[src/rtl/router_sync_ctrl.sv]
`default_nettype none
// ============================================================================
// router_sync_ctrl : address latch, write steering and per-port timeout flush
// Revision 1.0
// ============================================================================
module router_sync_ctrl #(
    parameter int TIMEOUT = 30,
    parameter int CNT_W   = 5
) (
    input  logic       clock,
    input  logic       reset,
    input  logic       detect_add,
    input  logic [1:0] data_in,
    input  logic       write_enb_reg,
    input  logic [2:0] read_enb,
    input  logic [2:0] empty,
    input  logic [2:0] full,
    output logic [2:0] write_enb,
    output logic       fifo_full,
    output logic [2:0] vld_out,
    output logic [2:0] soft_reset,
    output logic       addr_err
);

    localparam logic [CNT_W-1:0] c_CNT_LAST = CNT_W'(TIMEOUT - 1);

    logic [1:0] r_addr_q;
    logic       r_addr_vld;
    logic [2:0] r_soft_reset;
    logic [2:0] w_write_enb;
    logic       w_fifo_full;

    always_ff @(posedge clock or posedge reset) begin
        if (reset) begin
            r_addr_q   <= 2'b00;
            r_addr_vld <= 1'b0;
        end else if (detect_add) begin
            r_addr_q   <= data_in;
            r_addr_vld <= 1'b1;
        end
    end

    // Steering is driven from the registered address, so a header arriving
    // alongside a write strobe only redirects writes from the next cycle on.
    always_comb begin
        w_write_enb = 3'b000;
        w_fifo_full = 1'b0;
        if (r_addr_vld) begin
            case (r_addr_q)
                2'b00: begin
                    w_write_enb = {2'b00, write_enb_reg};
                    w_fifo_full = full[0];
                end
                2'b01: begin
                    w_write_enb = {1'b0, write_enb_reg, 1'b0};
                    w_fifo_full = full[1];
                end
                2'b10: begin
                    w_write_enb = {write_enb_reg, 2'b00};
                    w_fifo_full = full[2];
                end
                default: begin
                    w_write_enb = 3'b000;
                    w_fifo_full = 1'b0;
                end
            endcase
        end
    end

    assign write_enb = w_write_enb;
    assign fifo_full = w_fifo_full;
    assign addr_err  = r_addr_vld & (r_addr_q == 2'b11);
    assign vld_out   = ~empty;

    generate
        for (genvar gi = 0; gi < 3; gi++) begin : g_port
            logic [CNT_W-1:0] r_cnt;
            logic             w_stall;

            assign w_stall = ~empty[gi] & ~read_enb[gi];

            always_ff @(posedge clock or posedge reset) begin
                if (reset) begin
                    r_cnt           <= '0;
                    r_soft_reset[gi] <= 1'b0;
                end else if (!w_stall) begin
                    r_cnt           <= '0;
                    r_soft_reset[gi] <= 1'b0;
                end else if (r_cnt == c_CNT_LAST) begin
                    r_cnt           <= '0;
                    r_soft_reset[gi] <= 1'b1;
                end else begin
                    r_cnt           <= r_cnt + 1'b1;
                    r_soft_reset[gi] <= 1'b0;
                end
            end
        end
    endgenerate

    assign soft_reset = r_soft_reset;

endmodule
`default_nettype wire
[config.mk]
export PLATFORM = sky130hd
export DESIGN_NAME = router_sync_ctrl
export DESIGN_NICKNAME = d
export VERILOG_FILES = /design/src/rtl/router_sync_ctrl.sv
export SDC_FILE = /design/constraint.sdc
export NUM_CORES = 1
export LEC_CHECK = 0
export CORE_MARGIN = 5
export CORE_UTILIZATION = 31
export DETAILED_ROUTE_END_ITERATION = 10
export GPL_ROUTABILITY_DRIVEN = 0
export SYNTH_ARGS = -nofsm -noshare
export SYNTH_HDL_FRONTEND = slang
export SYNTH_SLANG_ARGS = --single-unit
export TNS_END_PERCENT = 100
[constraint.sdc]
create_clock -name clock -period 1.38 [get_ports clock]
set_input_delay 0.276 -clock clock [delete_from_list [all_inputs] [get_ports clock]]
set_output_delay 0.276 -clock clock [all_outputs]
set_load 0.05 [all_outputs]
# After elaboration in Yosys (flattened, before gate mapping)
# Index checks and enable logic that the tools add are counted.
dict set report op_classes {
  n_mux 16
  n_eq_ne 6
  n_addsub 3
  reduce_logical 1
  n_bitwise 11
}
# operator count
set op_table {}
lappend op_table {{5-bit 2-to-1 mux} 6}
lappend op_table {{5-bit by 1-bit adder with 5-bit output, second input constant} 3}
lappend op_table {{5-bit equality test, second input constant} 3}
lappend op_table {{3-bit case mux with 3 select lines} 1}
lappend op_table {{1-bit 2-to-1 mux} 7}
lappend op_table {{1-bit NOT} 6}
lappend op_table {{1-bit bitwise AND} 4}
lappend op_table {{2-bit equality test, second input constant} 2}
lappend op_table {{3-bit 2-to-1 mux} 1}
lappend op_table {{3-bit NOT} 1}
lappend op_table {{1-bit case mux with 3 select lines} 1}
lappend op_table {{2-bit by 1-bit equality test with 1-bit output, second input constant} 1}
lappend op_table {{2-bit zero test} 1}
dict set report totals {
  register_bits 21
  output_inout_bits 11
  in_bits 15
  word_cells 45
}

# Depth between registers and ports, before layout
# Gate-level depths: netlist of the first run.
dict set report logic_depth {
  ltp_word 3
  mapped_depth 5
  mapped_depth_nobuf 5
}

# Worst setup path before layout of the first run
# Ideal clock, no wire load.
dict set report synth_timing {
  path_kind {register to output}
  from {register r_addr_q[0]}
  to {output write_enb[2]}
  path_stages_with_launch 2
  path_buffers 0
  t_required_ns 1.104
  arrival_time_ns 1.594
  setup_slack_ns -0.490
  cell_sequence {dfrtp_1 nor3b_1}
}
dict set report synth_between {
  elab_chain_len 3
  word_cells_on_any_way 5
  cone_classes {2 x eq/ne; 2 x mux; 1 x reduce/logical}
}
# item line_no
set synth_rtl {}
lappend synth_rtl {{start: declaration} 27} ;# logic [1:0] r_addr_q;
lappend synth_rtl {{start signal: assignment} 38} ;# r_addr_q <= data_in;
lappend synth_rtl {{2-bit equality test, or another cell as far along} 49} ;# case (r_addr_q)
lappend synth_rtl {{3-bit case mux with 3 select lines *} 49}
lappend synth_rtl {{3-bit 2-to-1 mux *} 48} ;# if (r_addr_vld) begin
lappend synth_rtl {{end: declaration} 18} ;# output logic [2:0] write_enb,
# Every way passes the cells marked *; elsewhere a longest branch is shown, timed or not.

# Worst setup path after layout of the first run
dict set report layout_timing {
  from {register r_addr_q[0]}
  to {output fifo_full}
}
dict set report layout_between {
  elab_chain_len 3
  word_cells_on_any_way 5
  cone_classes {2 x eq/ne; 2 x mux; 1 x reduce/logical}
}
# item line_no
set layout_rtl {}
lappend layout_rtl {{2-bit equality test, or another cell as far along} 49}
lappend layout_rtl {{1-bit case mux with 3 select lines *} 49}
lappend layout_rtl {{1-bit 2-to-1 mux *} 48}
lappend layout_rtl {{end: declaration} 19} ;# output logic fifo_full,
# Marks and branches as above.

==> run metrics, run 1 <==
status finished with violations; failing checks negative setup slack; clock root buffer clkbuf_4; Core Box Area 2978 µm²; # placed instances 148; final number of setup-violating endpoints 5; Final WS setup -205.0 ps; CTS tree done; Yosys warnings 0; min cycle time layout 1585 ps; RR Endpoint g_port[0].r_cnt[2]; Die Wd 64.95 µm; # IOs 26; Post-Syn Nets 109; clock skew 4.994 ps; area delta synth->final 52.81%; DRC violations left 0; worst r2r src g_port[0].r_cnt[0]; Least-Margin Pin Slew 223.1 ps; Synth cell types 18; DR pass1 iterations 3; Avg Cell Area, Syn 10.64 µm²; total clock sinks 21; ant diodes 0; nets 141; CTS Buffer Depth 2; Hold WC Path Type in2async; fmax 630.9 MHz; Power Density 841.1 nW/µm²; Reg clk slew, reported paths 110 ps; Die Area 4218 µm²; worst rel slew slack 0.8506; CP Data Required Time 1100 ps; initial antenna violation count 0; grt total ovfl 0; Static Leak 0.6449 nW; R2R Setup Slk 290 ps; Hold Worst Slack 166.3 ps; Port-buffer cells 25; CTS Buf Count 3; Yosys reg bits 21; largest net degree at the start of global routing 19; VDD IR max 0.4591 mV; Final Power 1.203 mW; Die Y-Extent 64.95 µm; commonest non-fill, non-tap cell in the layout dfrtp_1; CP endpoint kind primary output; kind of start point of the critical path flip-flop; kind of critical path reg2out; routed wire length per instance 11.45 µm; critical path peak fanout 6; Max-Cap Viols 0; final-report hold violation count 0; H-tree lvl count 1; RSZ-0062 raised after global routing yes; routed via count 698; site row count 20; GRT Util Overall 0.09234; Starting Density 0.3143; share of post-route cells with drive strength above 1 0.2017; First DRT Iteration DRCs 16; Slew Limit Fails 0; Final Non-Filler Cells 152; Place WS -189.0 ps; Post-Synthesis Cells 88; hpwl dp 1408 µm; Clk Latency, worst-skew pair 290 ps; vias in the first global route 711; Post-DRT Antenna Nets 0; final wirelength 1740 µm; first-pass GRT wire length 3029 µm; Register-to-Register Path Depth 4; sequential share of the synthesized area 0.5615; cts hold-fix bufs 0; most frequent cells in the layout dfrtp_1 (19), nor2_1 (18), clkdlybuf4s50_1 (13), buf_12 (12), inv_1 (7); vias per std cell 4.592; CP arrival 1310 ps; Post-Syn Area 935.9 µm²; Tcrit/Tclk final 1.149
[metal layers]
layer,wire length (µm),GRT usage
met1,821,0.1111
met2,800,0.1520
met3,105,0.02773
met4,12,0.03958
met5,0,0
[state kept, by name, summed over array words and instances (netlist names)]
name	count
r_addr_q	2
g_port.r_cnt	15
soft_reset	3
r_addr_vld	1
[logic make-up (layout without fill, tap and decap cells)]
family                   count (synthesis)  count (layout)  synth area share
AND/OR/NAND/NOR                         41              41            0.2059
flip-flops                              21              21            0.5615
XOR/XNOR                                 9               9           0.08423
buffers and inverters                    7              38           0.02808
adder cells (fa/ha/maj)                  6               6           0.08021
multiplexers                             3               3           0.03476
AO/OA/AOI/OAI                            1               1          0.005342
[final cells by class]
type	count	area, µm²
Sequential cell	21	528.0
Timing Repair Buffer	27	390.4
Fill cell	261	1548
Multi-Input combinational cell	60	416.7
Clock buffer	3	22.52
Clock inverter	1	5.005
Tap cell	33	41.29
Inverter	7	26.28
[how the worst max path moves through the flow]
stage	from	end	slack [ps]	cells past startpoint
after floorplan	r_addr_vld	write_enb[1]	-40	2
after global placement	write_enb_reg	write_enb[1]	-160	4
after detailed placement	write_enb_reg	write_enb[1]	-190	4
after CTS	r_addr_q[0]	fifo_full	-220	4
after global routing	r_addr_q[0]	fifo_full	-270	4
final	r_addr_q[0]	fifo_full	-210	4
[repair_timing]
| item | CTS | global route |
|---|---|---|
| resized for setup | 8 | 0 |
| pin swaps | 5 | 1 |
| setup endpoints to repair | 5 | 5 |
| setup buffers | 0 | 0 |
[per-stage QoR]
step                TNS [ps]  cell area (µm²)    util
floorplan             -56.98            950.9       -
global placement      -531.4             1380  0.4634
detailed placement    -627.7             1380  0.4634
CTS                   -754.6             1430  0.4803
global route           -1074             1430  0.4803
finish                -673.0             1430  0.4803
[Yosys cell counts]
| master | number | area [µm²] |
|---|---|---|
| nand4_1 | 3 | 18.77 |
| inv_1 | 7 | 26.28 |
| nor2_1 | 18 | 67.56 |
| or2_1 | 1 | 6.260 |
| and3_1 | 1 | 6.260 |
| nand3_1 | 6 | 30.03 |
| mux2_1 | 2 | 22.52 |
| dfrtp_1 | 21 | 525.5 |
| ha_1 | 6 | 75.07 |
| xor2_1 | 6 | 52.55 |
| mux2i_1 | 1 | 10.01 |
| xnor2_1 | 3 | 26.28 |
| nor3b_1 | 2 | 15.01 |
| nor3_1 | 4 | 20.02 |
| o21ai_1 | 1 | 5.000 |
| nand3b_1 | 1 | 7.510 |
| and2_1 | 1 | 6.260 |
| nand2_1 | 4 | 15.01 |
[critical path, stage by stage (launching register included)]
cell,delay (ps)
dfrtp_2,460
mux2i_1,130
o21ai_1,130
and2_4,170
buf_12,130
[report_power, final]
part           internal (mW)  leakage [nW]  total, mW  switching (mW)
logic                  0.142         0.349      0.273           0.131
registers              0.630         0.278      0.650          0.0200
clock network          0.108        0.0177      0.279           0.172
(Power assumes the default switching activity.)
==> run 2, diff against run 1 <==
Settings changed: CORE_UTILIZATION 31 to 46, PLACE_DENSITY set to 0.77.
==> run 2 against run 1 <==
The run still ends with negative setup slack left. Sequential share of layout area up 0.70 points. Clock power up 2%. Cell area down 2.1%. Critical path type unchanged. Highest routed layer unchanged.
==> run metrics, run 2 (synthesized netlist as in run 1, its figures left out) <==
Reg clk slew, reported paths 110 ps (about the same); fin area 1400 µm² (-2.1%); clock root buffer clkbuf_4; VDD IR max 0.6314 mV (+38%); Port-buffer cells 25 (unchanged); Hold Worst Slack 294.8 ps (+128.4 ps); Die Y-Extent 55.11 µm (-15%); kind of start point of the critical path flip-flop; RSZ-0062 raised after global routing yes; routed via count 708 (+1.4%); CP endpoint kind primary output; final number of setup-violating endpoints 5 (unchanged); share of post-route cells with drive strength above 1 0.1917 (-0.01001); CTS Buffer Depth 2 (unchanged); Worst path top cell family by delay flip-flops; min cycle time layout 1604 ps (+19.06 ps); vias per std cell 4.816 (+4.9%); sw frac 0.2641 (-0.004269); CP Data Required Time 1100 ps (about the same); CP arrival 1330 ps (+20 ps); crit path cell chain mux2i_1 -> o21ai_1 -> and2_4 -> buf_12; kind of critical path reg2out; Hold WC Path Type in2async; Critical path buffers and inverters 1 (unchanged); failing checks negative setup slack; R2R Setup Slk 280 ps (about the same); H-tree lvl count 1 (unchanged); Place WS -176.6 ps (+12.40 ps); FILL cells 155 (-41%); status finished with violations; Max-Cap Viols 0 (unchanged); Core Box Area 1942 µm² (-35%); DR pass1 iterations 4 (+1); final-report hold violation count 0 (unchanged); CTS tree done; Die Wd 55.11 µm (-15%); Final WS setup -224.1 ps (-19.06 ps); area delta synth->final 49.60%; clock skew 1.798 ps (-3.197 ps); Final Power 1.196 mW (-0.55%); Placed Area 1360 µm² (-1.5%); Power Internal 880.4 µW (about the same); grt total ovfl 0 (unchanged); Tcrit/Tclk final 1.162 (+0.01381); cts hold-fix bufs 0 (unchanged); Starting Density 0.4820 (+0.1677); # IOs 26 (unchanged); most frequent cells in the layout dfrtp_1 (20), nor2_1 (18), clkdlybuf4s50_1 (14), buf_12 (11), inv_1 (7); Largest register FFs 15 (unchanged); commonest non-fill, non-tap cell in the layout dfrtp_1; site row count 16 (-20%); GRT Util Overall 0.1513 (+0.05897); critical path peak fanout 4 (-2); Slew Limit Fails 0 (unchanged); storage element area 526.8 µm² (-0.24%); Die Area 3037 µm² (-28%); fmax 623.4 MHz (-1.2%); clock power share 0.237 (+0.005); Final Util 0.7210 (+0.2408); CTS Buf Count 3 (unchanged); Power Density 854.5 nW/µm² (+1.6%); initial antenna violation count 0 (unchanged); ant diodes 0 (unchanged); Max stage delay cell, worst path dfrtp_1; First DRT Iteration DRCs 5 (-11); Static Leak 0.6356 nW (-1.4%); hpwl dp 1431 µm (+1.6%); total clock sinks 21 (unchanged); DRC violations left 0 (unchanged); nets 142 (+0.71%); worst rel slew slack 0.8318 (-0.01886); Least-Margin Pin Slew 252.3 ps (+29.26 ps); Clk Latency, worst-skew pair 290 ps (about the same); Seq pwr share 0.540 (about the same); Comb pwr share 0.223 (-0.004); switching power 316.0 µW (-2.1%); Top reg by flops g_port.r_cnt; Multi-input gate area 404.1 µm² (-3.0%); largest net degree at the start of global routing 22 (+3); routed wire length per instance 12.33 µm (+7.7%); vias in the first global route 783 (+10%); crit-path max cell delay 420 ps (-40 ps); first-pass GRT wire length 3208 µm (+5.9%); Post-DRT Antenna Nets 0 (unchanged); final wirelength 1813 µm (+4.2%)
run 2: metrics by stage:
stage,TNS (ps),std cells
finish,-880.1,147
global route,-1252,147
CTS,-792.7,146
detailed placement,-565.3,142
global placement,-502.8,142
floorplan,-56.98,88
run 2: final cells by class:
class,instances,share of cell area
sequential,21,0.3762
multi-input combinational,60,0.2887
timing repair buffer,28,0.2735
tap,27,0.02413
clock buffer,4,0.01877
inverter,7,0.01877
run 2: repair_timing:
item / 4_1_cts / 5_1_grt
buffers inserted: 0 / 1
gates resized for setup: 2 / 1
endpoints found under the hold margin: 0 / 0
pin swaps: 1 / 0
setup endpoints to repair: 5 / 5
run 2: worst paths after layout:
check,from,end,cells after the start
setup / recovery,r_addr_q[0],fifo_full,4
hold / removal,reset,g_port[0].r_cnt[0],3
setup reg to reg,g_port[0].r_cnt[0],g_port[0].r_cnt[4],4
hold reg to reg,g_port[1].r_cnt[0],g_port[1].r_cnt[0],1
max in group asynchronous,reset,r_addr_q[1],3
min in group clock,g_port[1].r_cnt[0],g_port[1].r_cnt[0],1
run 2: power by group through the flow:
stage | clock (mW) | sequential (mW) | combinational (mW)
2_1_floorplan | 0 | 0.656 | 0.117
3_3_place_gp | 0 | 0.657 | 0.256
3_5_place_dp | 0 | 0.658 | 0.260
4_1_cts | 0.293 | 0.647 | 0.265
5_1_grt | 0.325 | 0.649 | 0.288
6_report | 0.284 | 0.646 | 0.266
run 2: routing by layer:
metal | track usage | vias up | wire (µm)
met5 | 0 | - | 0
met4 | 0.07287 | 0 | 29
met3 | 0.04826 | 2 | 199
met2 | 0.2638 | 28 | 855
met1 | 0.1649 | 327 | 728
li1 | - | 351 | -
run 2: worst min-delay path: cells and delay by family:
family | cells | cell delay, ps
buffers and inverters | 3 | 700
==> run 3, diff against run 2 <==
Settings changed: HOLD_SLACK_MARGIN set to 0.1, TNS_END_PERCENT 100 to 5.
==> run 3 against run 2 <==
Fmax grew 2.4%. Non-clock buffer count shrank 1. Combinational power is essentially flat. Cell area shrank 0.27%. Sequential power is essentially flat. Final cell count shrank 0.68%. The run still ends with negative setup slack left. Die area is the same. Hold slack is essentially flat.
==> run metrics, run 3 (synthesized netlist as in run 1, its figures left out) <==
routed via count 704 (-0.56%); Die Wd 55.11 µm (unchanged); Final Util 0.7191 (-0.001933); First DRT Iteration DRCs 5 (unchanged); routed wire length per instance 12.27 µm (-0.48%); Core Box Area 1942 µm² (unchanged); clock root buffer clkbuf_4; Max-Cap Viols 0 (unchanged); site row count 16 (unchanged); final wirelength 1792 µm (-1.2%); ant diodes 0 (unchanged); min cycle time layout 1566 ps (-37.79 ps); Least-Margin Pin Slew 252.3 ps (-0.03910 ps); nets 141 (-0.70%); DR pass1 iterations 4 (unchanged); H-tree lvl count 1 (unchanged); area delta synth->final 49.20%; first-pass GRT wire length 3208 µm (unchanged); vias per std cell 4.822 (+0.12%); Crit. Startpoint r_addr_q[0]; VDD IR max 0.6287 mV (-0.43%); CP arrival 1290 ps (-40 ps); FILL cells 153 (-1.3%); total clock sinks 21 (unchanged); Placed Area 1360 µm² (unchanged); Hold WC Path Type in2async; worst rel slew slack 0.8318 (about the same); status finished with violations; Die Area 3037 µm² (unchanged); CTS Buffer Depth 2 (unchanged); Port-buffer cells 25 (unchanged); critical path peak fanout 4 (unchanged); crit path cell chain mux2i_1 -> o21ai_1 -> and2_4 -> buf_12; failing checks negative setup slack; Multi-input gate area 407.9 µm² (+0.93%); most frequent cells in the layout dfrtp_1 (20), nor2_1 (18), clkdlybuf4s50_1 (14), buf_12 (11), inv_1 (7); final-report hold violation count 0 (unchanged); vias in the first global route 784 (+0.13%); Post-DRT Antenna Nets 0 (unchanged); Slew Limit Fails 0 (unchanged); Critical path buffers and inverters 1 (unchanged); Reg clk slew, reported paths 110 ps (about the same); Final Power 1.195 mW (-0.12%); # placed instances 142 (unchanged); CTS tree done; storage element area 526.8 µm² (unchanged); fin area 1396 µm² (-0.27%); kind of start point of the critical path flip-flop; Final WS setup -186.3 ps (+37.79 ps); Static Leak 0.6337 nW (-0.30%); Die Y-Extent 55.11 µm (unchanged); Max stage delay cell, worst path dfrtp_1; GRT Util Overall 0.1513 (unchanged); Clk Latency, worst-skew pair 290 ps (about the same); commonest non-fill, non-tap cell in the layout dfrtp_1; # IOs 26 (unchanged); Tcrit/Tclk final 1.135 (-0.02738); worst r2r src g_port[0].r_cnt[0]; Starting Density 0.4820 (unchanged); share of post-route cells with drive strength above 1 0.1765 (-0.01520); Largest register FFs 15 (unchanged); RSZ-0062 raised after global routing yes; critical path depth 4 (unchanged); Hold Worst Slack 294.7 ps (-0.06100 ps); CP Data Required Time 1100 ps (about the same); CTS Buf Count 3 (unchanged); DRC violations left 0 (unchanged); Final Non-Filler Cells 146 (-0.68%); largest net degree at the start of global routing 22 (unchanged); cts hold-fix bufs 0 (unchanged); Power Density 855.8 nW/µm² (+0.15%); fmax 638.4 MHz (+2.4%); initial antenna violation count 0 (unchanged); grt total ovfl 0 (unchanged); Top reg by flops g_port.r_cnt; CP endpoint kind primary output; Register-to-Register Path Depth 4 (unchanged); final number of setup-violating endpoints 4 (-1); Worst path top cell family by delay flip-flops; hpwl dp 1431 µm (unchanged); crit-path max cell delay 420 ps (about the same); kind of critical path reg2out; clock skew 1.810 ps (+0.01243 ps)
run 3: what timing repair did:
item / 4_1_cts / 5_1_grt
pin swaps: 2 / 0
setup endpoints to repair: 5 / 5
resized for setup: 2 / 1
buffers inserted: 0 / 0
run 3: worst reg2reg max path: stages, from the launching register on:
cell     delay (ps)
dfrtp_1         430
ha_1            230
nand3_1         100
xor2_1          170
nor2_1           60
run 3: where the power goes:
group	total, mW	switching, mW	internal [mW]
Clock	0.284	0.171	0.112
Combinational	0.265	0.128	0.137
Sequential	0.646	0.0168	0.630
Total	1.19	0.316	0.879
run 3: cell type report:
class / count / share of cell area
clock buffer: 4 / 0.01882
sequential: 21 / 0.3772
timing repair buffer: 27 / 0.2688
multi-input combinational: 60 / 0.2921
inverter: 7 / 0.01882
tap: 27 / 0.02419
run 3: per-stage QoR:
step                setup TNS (ps)  setup WS [ps]
floorplan                   -56.98         -37.15
global placement            -502.8         -160.5
detailed placement          -565.3         -176.6
CTS                         -773.2         -201.7
global route                 -1132         -295.7
finish                      -730.9         -186.3
run 3: worst paths after layout:
path / end / slack, ps
worst max-delay path: fifo_full / -190
worst min-delay path: g_port[0].r_cnt[0] / 290
worst max register to register: g_port[0].r_cnt[4] / 280
worst min register to register: g_port[1].r_cnt[0] / 500
max in group asynchronous: r_addr_q[1] / 870
min in group clock: g_port[1].r_cnt[0] / 500
run 3: per-layer routing:
layer / wire (µm) / global-route usage
met1: 723 / 0.1649
met2: 840 / 0.2638
met3: 199 / 0.04826
met4: 29 / 0.07287
met5: 0 / 0
